$ cat src/rtl/cpu_pkg.sv
// rtl/cpu_pkg.sv - shared opcode, ALU-select and phase constants for the multi-cycle CPU
package cpu_pkg;

   localparam logic [3:0] OP_NOP = 4'h0;
   localparam logic [3:0] OP_LDA = 4'h1;
   localparam logic [3:0] OP_STA = 4'h2;
   localparam logic [3:0] OP_ADD = 4'h3;
   localparam logic [3:0] OP_SUB = 4'h4;
   localparam logic [3:0] OP_AND = 4'h5;
   localparam logic [3:0] OP_JMP = 4'h6;
   localparam logic [3:0] OP_JZ  = 4'h7;
   localparam logic [3:0] OP_HLT = 4'hF;

   localparam logic [1:0] ALU_PASS = 2'b00;
   localparam logic [1:0] ALU_ADD  = 2'b01;
   localparam logic [1:0] ALU_SUB  = 2'b10;
   localparam logic [1:0] ALU_AND  = 2'b11;

   localparam logic [3:0] T0 = 4'b0001;
   localparam logic [3:0] T1 = 4'b0010;
   localparam logic [3:0] T2 = 4'b0100;
   localparam logic [3:0] T3 = 4'b1000;

   function automatic logic is_phase(input logic [3:0] v);
      return (v == T0) || (v == T1) || (v == T2) || (v == T3);
   endfunction

endpackage

$ cat src/rtl/phase_ctrl_dec.sv
// rtl/phase_ctrl_dec.sv - combinational opcode decoder for the phase sequencer
module phase_ctrl_dec
   import cpu_pkg::*;
(
   input  logic [3:0] opcode,
   output logic       is_mem_rd_op,
   output logic       is_sta,
   output logic       is_jmp,
   output logic       is_jz,
   output logic       is_hlt,
   output logic [1:0] alu_op
);

   // Opcodes 8-E fall through to the all-zero default and behave as NOP.
   always_comb begin
      is_mem_rd_op = 1'b0;
      is_sta       = 1'b0;
      is_jmp       = 1'b0;
      is_jz        = 1'b0;
      is_hlt       = 1'b0;
      alu_op       = ALU_PASS;
      case (opcode)
         OP_LDA: begin is_mem_rd_op = 1'b1; alu_op = ALU_PASS; end
         OP_ADD: begin is_mem_rd_op = 1'b1; alu_op = ALU_ADD;  end
         OP_SUB: begin is_mem_rd_op = 1'b1; alu_op = ALU_SUB;  end
         OP_AND: begin is_mem_rd_op = 1'b1; alu_op = ALU_AND;  end
         OP_STA: is_sta = 1'b1;
         OP_JMP: is_jmp = 1'b1;
         OP_JZ:  is_jz  = 1'b1;
         OP_HLT: is_hlt = 1'b1;
         default: ;
      endcase
   end

endmodule

$ cat src/rtl/phase_ctrl.sv
// rtl/phase_ctrl.sv - phase-driven control sequencer owning PC and IR
module phase_ctrl
   import cpu_pkg::*;
#(
   parameter int DW     = 8,
   parameter int PC_RST = 0
)(
   input  logic          clk,
   input  logic          rst,
   input  logic [3:0]    t,
   input  logic [DW-1:0] instr_in,
   input  logic          acc_zero,
   output logic [DW-5:0] mem_addr,
   output logic          mem_rd,
   output logic          mem_wr,
   output logic [1:0]    alu_op,
   output logic          acc_ld,
   output logic [DW-5:0] pc,
   output logic [DW-1:0] ir,
   output logic          halted,
   output logic          phase_err
);

   localparam int AW = DW - 4;

   logic          legal;
   logic [3:0]    ph;
   logic          bad_phase;
   logic [AW-1:0] operand;
   logic          is_mem_rd_op, is_sta, is_jmp, is_jz, is_hlt;
   logic [1:0]    dec_alu;

   // Illegal vectors and the halted state both collapse to the idle phase.
   assign legal     = is_phase(t);
   assign ph        = (legal && !halted) ? t : 4'b0000;
   assign bad_phase = (t != 4'b0000) && !legal && !halted;
   assign operand   = ir[AW-1:0];

   phase_ctrl_dec u_dec (
      .opcode       (ir[DW-1:DW-4]),
      .is_mem_rd_op (is_mem_rd_op),
      .is_sta       (is_sta),
      .is_jmp       (is_jmp),
      .is_jz        (is_jz),
      .is_hlt       (is_hlt),
      .alu_op       (dec_alu)
   );

   always_comb begin
      mem_rd   = 1'b0;
      mem_wr   = 1'b0;
      mem_addr = pc;
      alu_op   = ALU_PASS;
      acc_ld   = 1'b0;
      case (ph)
         T0, T1: mem_rd = 1'b1;
         T2: begin
            if (is_mem_rd_op) begin
               mem_rd   = 1'b1;
               mem_addr = operand;
            end else if (is_sta) begin
               mem_wr   = 1'b1;
               mem_addr = operand;
            end
         end
         T3: begin
            if (is_mem_rd_op) begin
               acc_ld = 1'b1;
               alu_op = dec_alu;
            end
         end
         default: ;
      endcase
   end

   always_ff @(posedge clk or negedge rst) begin
      if (!rst) begin
         pc        <= AW'(PC_RST);
         ir        <= '0;
         halted    <= 1'b0;
         phase_err <= 1'b0;
      end else begin
         if (bad_phase)
            phase_err <= 1'b1;
         case (ph)
            T1: begin
               ir <= instr_in;
               pc <= pc + 1'b1;
            end
            T2: begin
               if (is_jmp || (is_jz && acc_zero))
                  pc <= operand;
            end
            T3: begin
               if (is_hlt)
                  halted <= 1'b1;
            end
            default: ;
         endcase
      end
   end

endmodule

$ cat config.mk
export PLATFORM = sky130hd
export DESIGN_NAME = phase_ctrl
export DESIGN_NICKNAME = d
export VERILOG_FILES = /design/src/rtl/cpu_pkg.sv /design/src/rtl/phase_ctrl_dec.sv /design/src/rtl/phase_ctrl.sv
export SDC_FILE = /design/constraint.sdc
export NUM_CORES = 1
export LEC_CHECK = 0
export ABC_AREA = 1
export BUFFER_PORTS_ARGS = -buffer_cell sky130_fd_sc_hd__buf_2
export CAP_MARGIN = 10
export CORE_MARGIN = 8
export CORE_UTILIZATION = 45
export DETAILED_ROUTE_END_ITERATION = 10
export GPL_TIMING_DRIVEN = 0
export PLACE_DENSITY = 0.75
export SLEW_MARGIN = 10
export SYNTH_ARGS = -nofsm -noshare
export SYNTH_HDL_FRONTEND = slang
export SYNTH_SLANG_ARGS = --single-unit
$ cat constraint.sdc
create_clock -name clk -period 2.3 [get_ports clk]
set_input_delay 0 -clock clk [delete_from_list [all_inputs] [get_ports clk]]
set_output_delay 0 -clock clk [all_outputs]
set_load 0.01 [all_outputs]
==> impl_results.html, run 1 <==
<table>
<tr><th>Metric</th><th>Value</th></tr>
<tr><th colspan="2">Clock tree</th></tr>
<tr><td>Worst skew pair latency</td><td>280 ps</td></tr>
<tr><td>Clock input transition at the sequential cells of the worst setup and hold paths</td><td>90 ps</td></tr>
<tr><td>Level count of the clock H-tree</td><td>1</td></tr>
<tr><td>CTS max path bufs</td><td>2</td></tr>
<tr><td>CTS Sinks</td><td>14</td></tr>
<tr><td>Root buffer cell</td><td>sky130_fd_sc_hd__clkbuf_4</td></tr>
<tr><td>Clock tree from TritonCTS</td><td>built</td></tr>
<tr><td>Cts repair resizes</td><td>0</td></tr>
<tr><td>Clock buffers created by TritonCTS</td><td>3</td></tr>
<tr><th colspan="2">Timing</th></tr>
<tr><td>Number of pins with negative max-slew slack in the final report</td><td>0</td></tr>
<tr><td>Smallest hold slack</td><td>130 ps</td></tr>
<tr><td>Relative max-transition margin</td><td>0.784</td></tr>
<tr><td>Peak clock frequency supported by timing</td><td>0.633 GHz</td></tr>
<tr><td>Final count of negative-setup-slack endpoints</td><td>0</td></tr>
<tr><td>Final Skew</td><td>7.19 ps</td></tr>
<tr><td>Final number of hold-violating endpoints</td><td>0</td></tr>
<tr><td>Actual transition at the worst max-transition pin</td><td>322 ps</td></tr>
<tr><td>RSZ-0062 raised after global routing</td><td>no</td></tr>
<tr><td>Minimum clock period</td><td>1580 ps</td></tr>
<tr><td>Setup Total Neg Slack</td><td>0 ps</td></tr>
<tr><td>Post-route fraction of the period consumed by the critical path</td><td>0.687</td></tr>
<tr><th colspan="2">Detailed routing</th></tr>
<tr><td>Total vias in the final route</td><td>978</td></tr>
<tr><td>Total length of routed wires</td><td>2470 um</td></tr>
<tr><td>Antenna-violating nets left</td><td>0</td></tr>
<tr><td>Number of violations reported at the end of detailed-routing iteration 0</td><td>11</td></tr>
<tr><td>Vias per inst</td><td>4.79</td></tr>
<tr><td>Post-route DRC</td><td>0</td></tr>
<tr><td>Per-cell routed wire length</td><td>12.1 um</td></tr>
<tr><td>DR pass1 iterations</td><td>5</td></tr>
<tr><th colspan="2">Global route</th></tr>
<tr><td>Remaining Overflow, GRT</td><td>0</td></tr>
<tr><td>Via count of the first global-routing pass</td><td>992</td></tr>
<tr><td>Initial antenna violation count</td><td>0</td></tr>
<tr><td>Global-route usage over all layers</td><td>0.147</td></tr>
<tr><td>Maximum number of pins on one net before global-route repair</td><td>15</td></tr>
<tr><td>First-pass GRT wire length</td><td>4210 um</td></tr>
<tr><th colspan="2">Logic synthesis</th></tr>
<tr><td>Net Count, Synth</td><td>144</td></tr>
<tr><td>Sequential area share after synthesis</td><td>0.380</td></tr>
<tr><td>Netlist cell types</td><td>20</td></tr>
<tr><td>Post-synthesis cell area</td><td>922 um^2</td></tr>
<tr><td>Instance count of the mapped netlist</td><td>128</td></tr>
<tr><td>Post-Syn Area per Cell</td><td>7.20 um^2</td></tr>
<tr><td>Number of warnings printed during yosys synthesis</td><td>0</td></tr>
<tr><td>Seq cells post-synth</td><td>14</td></tr>
<tr><th colspan="2">Worst setup path</th></tr>
<tr><td>Startpoint Class</td><td>register</td></tr>
<tr><td>Capture point of the worst reg-to-reg path</td><td>ir[5]$_DFFE_PN0P_</td></tr>
<tr><td>Data arrival at the endpoint of the critical path</td><td>1580 ps</td></tr>
<tr><td>Type of destination of the critical path</td><td>primary output</td></tr>
<tr><td>Worst Path Max Fanout</td><td>4</td></tr>
<tr><td>Critical register-to-register path startpoint</td><td>halted$_DFFE_PN0P_</td></tr>
<tr><td>Data required, critical path</td><td>2300 ps</td></tr>
<tr><td>Depth of the worst register-to-register path</td><td>5</td></tr>
<tr><td>Capture point of the critical path</td><td>mem_addr[3]</td></tr>
<tr><td>Timing startpoint of the critical path</td><td>ir[7]$_DFFE_PN0P_</td></tr>
<tr><td>Setup slack on the worst flop-to-flop path</td><td>1040 ps</td></tr>
<tr><td>Class of the most critical setup path</td><td>register to primary output</td></tr>
<tr><th colspan="2">Cells and area</th></tr>
<tr><td>Area of all sequential standard cells</td><td>350 um^2</td></tr>
<tr><td>Net count, final</td><td>195</td></tr>
<tr><td>Filler cell count</td><td>179</td></tr>
<tr><td>Number of inserted diodes</td><td>0</td></tr>
<tr><td>Share of final-layout standard cells stronger than drive strength 1</td><td>0.322</td></tr>
<tr><td>Most frequent standard cell in the layout excluding fill and tap cells</td><td>sky130_fd_sc_hd__nand2_1</td></tr>
<tr><td>Layout Area Growth over Synthesis</td><td>36.0%</td></tr>
<tr><td>Footprint of the multi-input gates</td><td>485 um^2</td></tr>
<tr><td>Commonest cells after routing, fill and taps aside</td><td>sky130_fd_sc_hd__nand2_1 (45), sky130_fd_sc_hd__buf_2 (37), sky130_fd_sc_hd__inv_1 (15), sky130_fd_sc_hd__dfrtp_1 (14), sky130_fd_sc_hd__nand3_1 (11)</td></tr>
<tr><th colspan="2">Floorplan</th></tr>
<tr><td>Die footprint</td><td>3750 um^2</td></tr>
<tr><td>Die height</td><td>61.3 um</td></tr>
<tr><td>Die W</td><td>61.3 um</td></tr>
<tr><td>Number of placed I/O pins</td><td>38</td></tr>
<tr><td>Core region area</td><td>1940 um^2</td></tr>
<tr><td>Placement Rows</td><td>16</td></tr>
<tr><td>Effective utilization at floorplan</td><td>0.475</td></tr>
<tr><th colspan="2">Place</th></tr>
<tr><td>Count of buffers inserted at the top-level ports</td><td>37</td></tr>
<tr><td>Last weighted congestion value of the routability-driven placer</td><td>0.848</td></tr>
<tr><td>Post-detailed-placement half-perimeter wirelength</td><td>1890 um</td></tr>
<tr><th colspan="2">Run status</th></tr>
<tr><td>Status</td><td>finished, final reports clean</td></tr>
<tr><th colspan="2">Pwr</th></tr>
<tr><td>Leakage power summed over all cells</td><td>0.763 nW</td></tr>
<tr><td>Peak ir drop on the vdd network</td><td>0.367 mV</td></tr>
<tr><td>Total power divided by cell area</td><td>342 nW/um^2</td></tr>
<tr><th colspan="2">Worst hold path</th></tr>
<tr><td>Class of the tightest hold or removal check</td><td>primary input to register</td></tr>
<tr><th colspan="2">Job</th></tr>
<tr><td>Maxcap violations</td><td>0</td></tr>
</table>
[flip-flops by register name (all words and copies together) (netlist names)]
register	count
halted	1
pc	4
ir	8
phase_err	1
[cell type report]
cell class | instances | share of cell area
Sequential cell | 14 | 0.279
Buffer | 2 | 0.0180
Inverter | 17 | 0.0509
Multi-Input combinational cell | 95 | 0.387
Tap cell | 27 | 0.0269
Timing Repair Buffer | 46 | 0.220
Clock buffer | 3 | 0.0180
[metrics by stage]
stage                     setup slack (ps)  std cells  total power [mW]  utilization  instance area, um^2
after floorplan                       1120        128             0.263            -                  922
after global placement                1040        192             0.283        0.588                 1140
after detailed placement              1020        192             0.284        0.588                 1140
after CTS                              712        204             0.430        0.646                 1250
after global routing                   545        204             0.450        0.646                 1250
final                                  721        204             0.428        0.646                 1250
[critical path, stage by stage (launching register included)]
cell,delay [ps]
sky130_fd_sc_hd__dfrtp_1,390
sky130_fd_sc_hd__inv_1,90
sky130_fd_sc_hd__nand3_1,150
sky130_fd_sc_hd__nand2_1,90
sky130_fd_sc_hd__o21ai_1,290
sky130_fd_sc_hd__nand2_1,90
sky130_fd_sc_hd__nand2_1,80
sky130_fd_sc_hd__buf_2,120
[per-layer routing]
layer	routed length, um	track usage	vias up	part of all wire
li1	-	-	505	-
met1	989	0.159	443	0.40
met2	1260	0.264	26	0.51
met3	198	0.0480	4	0.080
met4	23	0.0399	0	0.0093
met5	0	0	-	0
[cells by family (layout without fill, tap and decap cells)]
kind of cell	after synthesis	in the layout	synth area share
compound gates	14	14	0.0909
simple gates	79	79	0.412
fa+ha+maj	1	1	0.0136
flops	14	14	0.380
buf+inv	19	68	0.0936
xor+xnor	1	1	0.00950
[cells in the mapped netlist]
library cell / instances / share of area
sky130_fd_sc_hd__a21oi_2: 3 / 0.028
sky130_fd_sc_hd__buf_6: 2 / 0.024
sky130_fd_sc_hd__nand4_1: 4 / 0.027
sky130_fd_sc_hd__a211oi_1: 1 / 0.0081
sky130_fd_sc_hd__inv_2: 2 / 0.0081
sky130_fd_sc_hd__nand3_1: 11 / 0.060
sky130_fd_sc_hd__a21oi_1: 2 / 0.011
sky130_fd_sc_hd__nand2_2: 4 / 0.027
sky130_fd_sc_hd__nor2_8: 1 / 0.022
sky130_fd_sc_hd__dfrtp_1: 14 / 0.38
sky130_fd_sc_hd__nor2_4: 2 / 0.024
sky130_fd_sc_hd__inv_1: 15 / 0.061
sky130_fd_sc_hd__nand2_4: 1 / 0.012
sky130_fd_sc_hd__nor2_2: 1 / 0.0068
sky130_fd_sc_hd__nand4_2: 1 / 0.014
sky130_fd_sc_hd__ha_1: 1 / 0.014
sky130_fd_sc_hd__o21ai_1: 8 / 0.043
sky130_fd_sc_hd__nand2_1: 45 / 0.18
sky130_fd_sc_hd__xor2_1: 1 / 0.0095
sky130_fd_sc_hd__nor2_1: 9 / 0.037
[worst min path at each step]
stage	slack (ps)	end	depth (start not counted)	startpoint
floorplan	-300	halted$_DFFE_PN0P_	0	rst
global route	160	halted$_DFFE_PN0P_	3	t[3]
CTS	140	phase_err$_DFFE_PN0P_	4	t[3]
finish	130	phase_err$_DFFE_PN0P_	4	t[3]
detailed placement	-90	ir[7]$_DFFE_PN0P_	1	rst
global placement	-100	ir[7]$_DFFE_PN0P_	1	rst
[timing repair]
action                    4_1_cts  5_1_grt
hold buffers                    9        0
hold endpoints to repair       22        0
buffers inserted                0        0
[power by group]
group          internal (mW)  leakage (nW)  switching, mW
Sequential             0.246         0.170              0
Clock                 0.0607        0.0138         0.0767
Combinational         0.0229         0.580         0.0221
Total                  0.329         0.763         0.0988
(Power assumes the default switching activity.)
==> inputs of run 2 (changes only) <==
--- a/config.mk
+++ b/config.mk
@@ -9,10 +9,10 @@
 export BUFFER_PORTS_ARGS = -buffer_cell sky130_fd_sc_hd__buf_2
 export CAP_MARGIN = 10
 export CORE_MARGIN = 8
-export CORE_UTILIZATION = 45
+export CORE_UTILIZATION = 42
 export DETAILED_ROUTE_END_ITERATION = 10
 export GPL_TIMING_DRIVEN = 0
-export PLACE_DENSITY = 0.75
+export PLACE_DENSITY = 0.73
 export SLEW_MARGIN = 10
 export SYNTH_ARGS = -nofsm -noshare
 export SYNTH_HDL_FRONTEND = slang
==> constraint.sdc (replaced) <==
create_clock -name clk -period 1.4 [get_ports clk]
set_input_delay 0 -clock clk [delete_from_list [all_inputs] [get_ports clk]]
set_output_delay 0 -clock clk [all_outputs]
set_load 0.01 [all_outputs]
==> run 2 against run 1 <==
Net effect: the flow now finishes with violations (negative setup slack); global-route usage is 0.93 points lower; flip-flop and latch count stayed put; setup slack worse by 810 ps; via count is 6.5% higher; non-clock buffer count is 9 higher; critical path type unchanged; largest power group unchanged.
==> impl_results.html, run 2 (same netlist as run 1, synthesis figures left out) <==
<table>
<tr><th>Metric</th><th>Value</th></tr>
<tr><th colspan="2">Worst hold path</th></tr>
<tr><td>Class of the tightest hold or removal check</td><td>primary input to async pin</td></tr>
<tr><th colspan="2">Clock tree</th></tr>
<tr><td>Worst skew pair latency</td><td>280 ps</td></tr>
<tr><td>Clock input transition at the sequential cells of the worst setup and hold paths</td><td>90 ps</td></tr>
<tr><td>Clock buffers created by TritonCTS</td><td>3</td></tr>
<tr><td>Clock tree from TritonCTS</td><td>built</td></tr>
<tr><td>CTS Sinks</td><td>14</td></tr>
<tr><td>Level count of the clock H-tree</td><td>1</td></tr>
<tr><td>CTS max path bufs</td><td>2</td></tr>
<tr><td>Root buffer cell</td><td>sky130_fd_sc_hd__clkbuf_4</td></tr>
<tr><th colspan="2">Run status</th></tr>
<tr><td>Violated checks</td><td>negative setup slack</td></tr>
<tr><td>Status</td><td>complete, but fails checks</td></tr>
<tr><th colspan="2">Cells and area</th></tr>
<tr><td>Net count, final</td><td>204</td></tr>
<tr><td>Layout Area Growth over Synthesis</td><td>48.8%</td></tr>
<tr><td>Filler cell count</td><td>191</td></tr>
<tr><td>Share of final-layout standard cells stronger than drive strength 1</td><td>0.412</td></tr>
<tr><td>Registers with the highest flip-flop counts</td><td>ir: 8 flops, pc: 4 flops</td></tr>
<tr><td>Flip-flop count of the largest register, all copies and words added</td><td>8</td></tr>
<tr><td>Most frequent standard cell in the layout excluding fill and tap cells</td><td>sky130_fd_sc_hd__nand2_1</td></tr>
<tr><td>Largest register by flop count</td><td>ir</td></tr>
<tr><td>Number of inserted diodes</td><td>0</td></tr>
<tr><td>Number of cells in the finished layout apart from fillers</td><td>215</td></tr>
<tr><td>Commonest cells after routing, fill and taps aside</td><td>sky130_fd_sc_hd__nand2_1 (43), sky130_fd_sc_hd__buf_2 (37), sky130_fd_sc_hd__dfrtp_1 (13), sky130_fd_sc_hd__inv_1 (12), sky130_fd_sc_hd__nand3_1 (10)</td></tr>
<tr><th colspan="2">Detailed routing</th></tr>
<tr><td>Total length of routed wires</td><td>2750 um</td></tr>
<tr><td>Number of violations reported at the end of detailed-routing iteration 0</td><td>34</td></tr>
<tr><td>Total vias in the final route</td><td>1042</td></tr>
<tr><td>Antenna-violating nets left</td><td>0</td></tr>
<tr><td>Vias per inst</td><td>4.85</td></tr>
<tr><td>DR pass1 iterations</td><td>4</td></tr>
<tr><td>Per-cell routed wire length</td><td>12.8 um</td></tr>
<tr><td>Post-route DRC</td><td>0</td></tr>
<tr><th colspan="2">Floorplan</th></tr>
<tr><td>Placement Rows</td><td>17</td></tr>
<tr><td>Number of placed I/O pins</td><td>38</td></tr>
<tr><td>Core region area</td><td>2150 um^2</td></tr>
<tr><td>Die height</td><td>62.9 um</td></tr>
<tr><td>Die footprint</td><td>3950 um^2</td></tr>
<tr><td>Effective utilization at floorplan</td><td>0.429</td></tr>
<tr><td>Die W</td><td>62.9 um</td></tr>
<tr><th colspan="2">Worst setup path</th></tr>
<tr><td>Data required, critical path</td><td>1400 ps</td></tr>
<tr><td>Setup slack on the worst flop-to-flop path</td><td>60 ps</td></tr>
<tr><td>Data arrival at the endpoint of the critical path</td><td>1490 ps</td></tr>
<tr><td>Worst Path Max Fanout</td><td>4</td></tr>
<tr><td>Depth of the worst register-to-register path</td><td>7</td></tr>
<tr><td>Startpoint Class</td><td>register</td></tr>
<tr><td>Class of the most critical setup path</td><td>register to primary output</td></tr>
<tr><td>Capture point of the critical path</td><td>mem_rd</td></tr>
<tr><td>Type of destination of the critical path</td><td>primary output</td></tr>
<tr><td>Capture point of the worst reg-to-reg path</td><td>ir[4]$_DFFE_PN0P_</td></tr>
<tr><td>Timing startpoint of the critical path</td><td>ir[7]$_DFFE_PN0P_</td></tr>
<tr><td>Critical register-to-register path startpoint</td><td>halted$_DFFE_PN0P_</td></tr>
<tr><th colspan="2">Timing</th></tr>
<tr><td>RSZ-0062 raised after global routing</td><td>yes</td></tr>
<tr><td>Relative max-transition margin</td><td>0.786</td></tr>
<tr><td>Final number of hold-violating endpoints</td><td>0</td></tr>
<tr><td>Final Skew</td><td>1.46 ps</td></tr>
<tr><td>Final count of negative-setup-slack endpoints</td><td>6</td></tr>
<tr><td>Minimum clock period</td><td>1490 ps</td></tr>
<tr><td>Setup Total Neg Slack</td><td>-361 ps</td></tr>
<tr><td>Min setup slack post-route</td><td>-87.7 ps</td></tr>
<tr><td>Post-route fraction of the period consumed by the critical path</td><td>1.06</td></tr>
<tr><td>Peak clock frequency supported by timing</td><td>0.672 GHz</td></tr>
<tr><td>Actual transition at the worst max-transition pin</td><td>320 ps</td></tr>
<tr><td>Number of pins with negative max-slew slack in the final report</td><td>0</td></tr>
<tr><th colspan="2">Global route</th></tr>
<tr><td>Maximum number of pins on one net before global-route repair</td><td>15</td></tr>
<tr><td>Global-route usage over all layers</td><td>0.137</td></tr>
<tr><td>Initial antenna violation count</td><td>0</td></tr>
<tr><td>Highest-utilization routing layer at the global route stage</td><td>met2</td></tr>
<tr><td>Remaining Overflow, GRT</td><td>0</td></tr>
<tr><td>Global Route met2 Usage</td><td>0.247</td></tr>
<tr><td>Global routing met1 resource utilization</td><td>0.143</td></tr>
<tr><td>First-pass GRT wire length</td><td>4560 um</td></tr>
<tr><td>Via count of the first global-routing pass</td><td>1095</td></tr>
<tr><td>Global routing usage on met3</td><td>0.0394</td></tr>
<tr><th colspan="2">Pwr</th></tr>
<tr><td>Switching component of the power</td><td>0.176 mW</td></tr>
<tr><td>Peak ir drop on the vdd network</td><td>0.448 mV</td></tr>
<tr><td>Total power divided by cell area</td><td>565 nW/um^2</td></tr>
<tr><td>Portion of total power attributed to combinational logic</td><td>0.098</td></tr>
<tr><td>Sw Share</td><td>0.227</td></tr>
<tr><td>Power after layout</td><td>0.776 mW</td></tr>
<tr><td>Internal Pwr Total</td><td>0.600 mW</td></tr>
<tr><td>Proportion of power drawn by the clock network</td><td>0.381</td></tr>
<tr><td>Leakage power summed over all cells</td><td>0.804 nW</td></tr>
<tr><td>Proportion of power drawn by flip-flops and latches</td><td>0.521</td></tr>
<tr><th colspan="2">Place</th></tr>
<tr><td>Last weighted congestion value of the routability-driven placer</td><td>0.838</td></tr>
<tr><td>Post-detailed-placement half-perimeter wirelength</td><td>1870 um</td></tr>
<tr><td>Count of placed standard cells including taps</td><td>193</td></tr>
<tr><td>Count of buffers inserted at the top-level ports</td><td>37</td></tr>
<tr><th colspan="2">Job</th></tr>
<tr><td>Maxcap violations</td><td>0</td></tr>
</table>
==> run 2: how the worst min path moves through the flow <==
| stage | end |
|---|---|
| 2_1_floorplan | halted$_DFFE_PN0P_ |
| 3_3_place_gp | pc[2]$_DFFE_PN0P_ |
| 3_5_place_dp | pc[2]$_DFFE_PN0P_ |
| 4_1_cts | phase_err$_DFFE_PN0P_ |
| 5_1_grt | pc[3]$_DFFE_PN0P_ |
| 6_report | pc[2]$_DFFE_PN0P_ |
==> run 2: worst max-delay path, cell delays in order (launching register included) <==
cell and delay [ps]:
sky130_fd_sc_hd__dfrtp_1 430, sky130_fd_sc_hd__inv_2 80, sky130_fd_sc_hd__nand3_2 130, sky130_fd_sc_hd__nand2_2 130
sky130_fd_sc_hd__nand2_2 80, sky130_fd_sc_hd__buf_4 140, sky130_fd_sc_hd__o21ai_1 70, sky130_fd_sc_hd__buf_2 140
==> run 2: what timing repair did <==
| action | in CTS | in global routing |
|---|---|---|
| endpoints found under the hold margin | 22 | 0 |
| hold buffers | 9 | 0 |
| setup endpoints to repair | 7 | 8 |
| buffers inserted | 7 | 2 |
| resized for setup | 8 | 4 |
| pin swaps | 7 | 1 |
==> run 2: power by group through the flow <==
stage,sequential [mW],combinational (mW),clock [mW]
6_report,0.404,0.0763,0.296
5_1_grt,0.404,0.0845,0.319
4_1_cts,0.404,0.0739,0.301
3_5_place_dp,0.412,0.0546,0
3_3_place_gp,0.412,0.0529,0
2_1_floorplan,0.412,0.0193,0
==> run 2: per-stage QoR <==
step	utilization	hold slack (ps)	area, um^2	worst slack [ps]
after floorplan	-	-296	922	219
after global placement	0.532	-91.0	1140	134
after detailed placement	0.532	-86.3	1140	123
after CTS	0.622	123	1340	-39.3
after global routing	0.639	154	1370	-146
final	0.639	134	1370	-87.7
==> run 2: cell type report <==
class                      instances  area, um^2  area share
multi-input combinational         95         520       0.379
sequential                        14         352       0.256
timing repair buffer              55         343       0.250
inverter                          17        63.8      0.0465
clock buffer                       4        36.3      0.0264
tap                               28        35.0      0.0255
buffer                             2        22.5      0.0164
==> run 2: metal layers <==
layer  share of wire  vias to the layer above  wire, um
li1                -                      523         -
met1            0.42                      482      1150
met2            0.51                       35      1390
met3           0.069                        2       190
met4          0.0055                        0        15
met5               0                        -         0
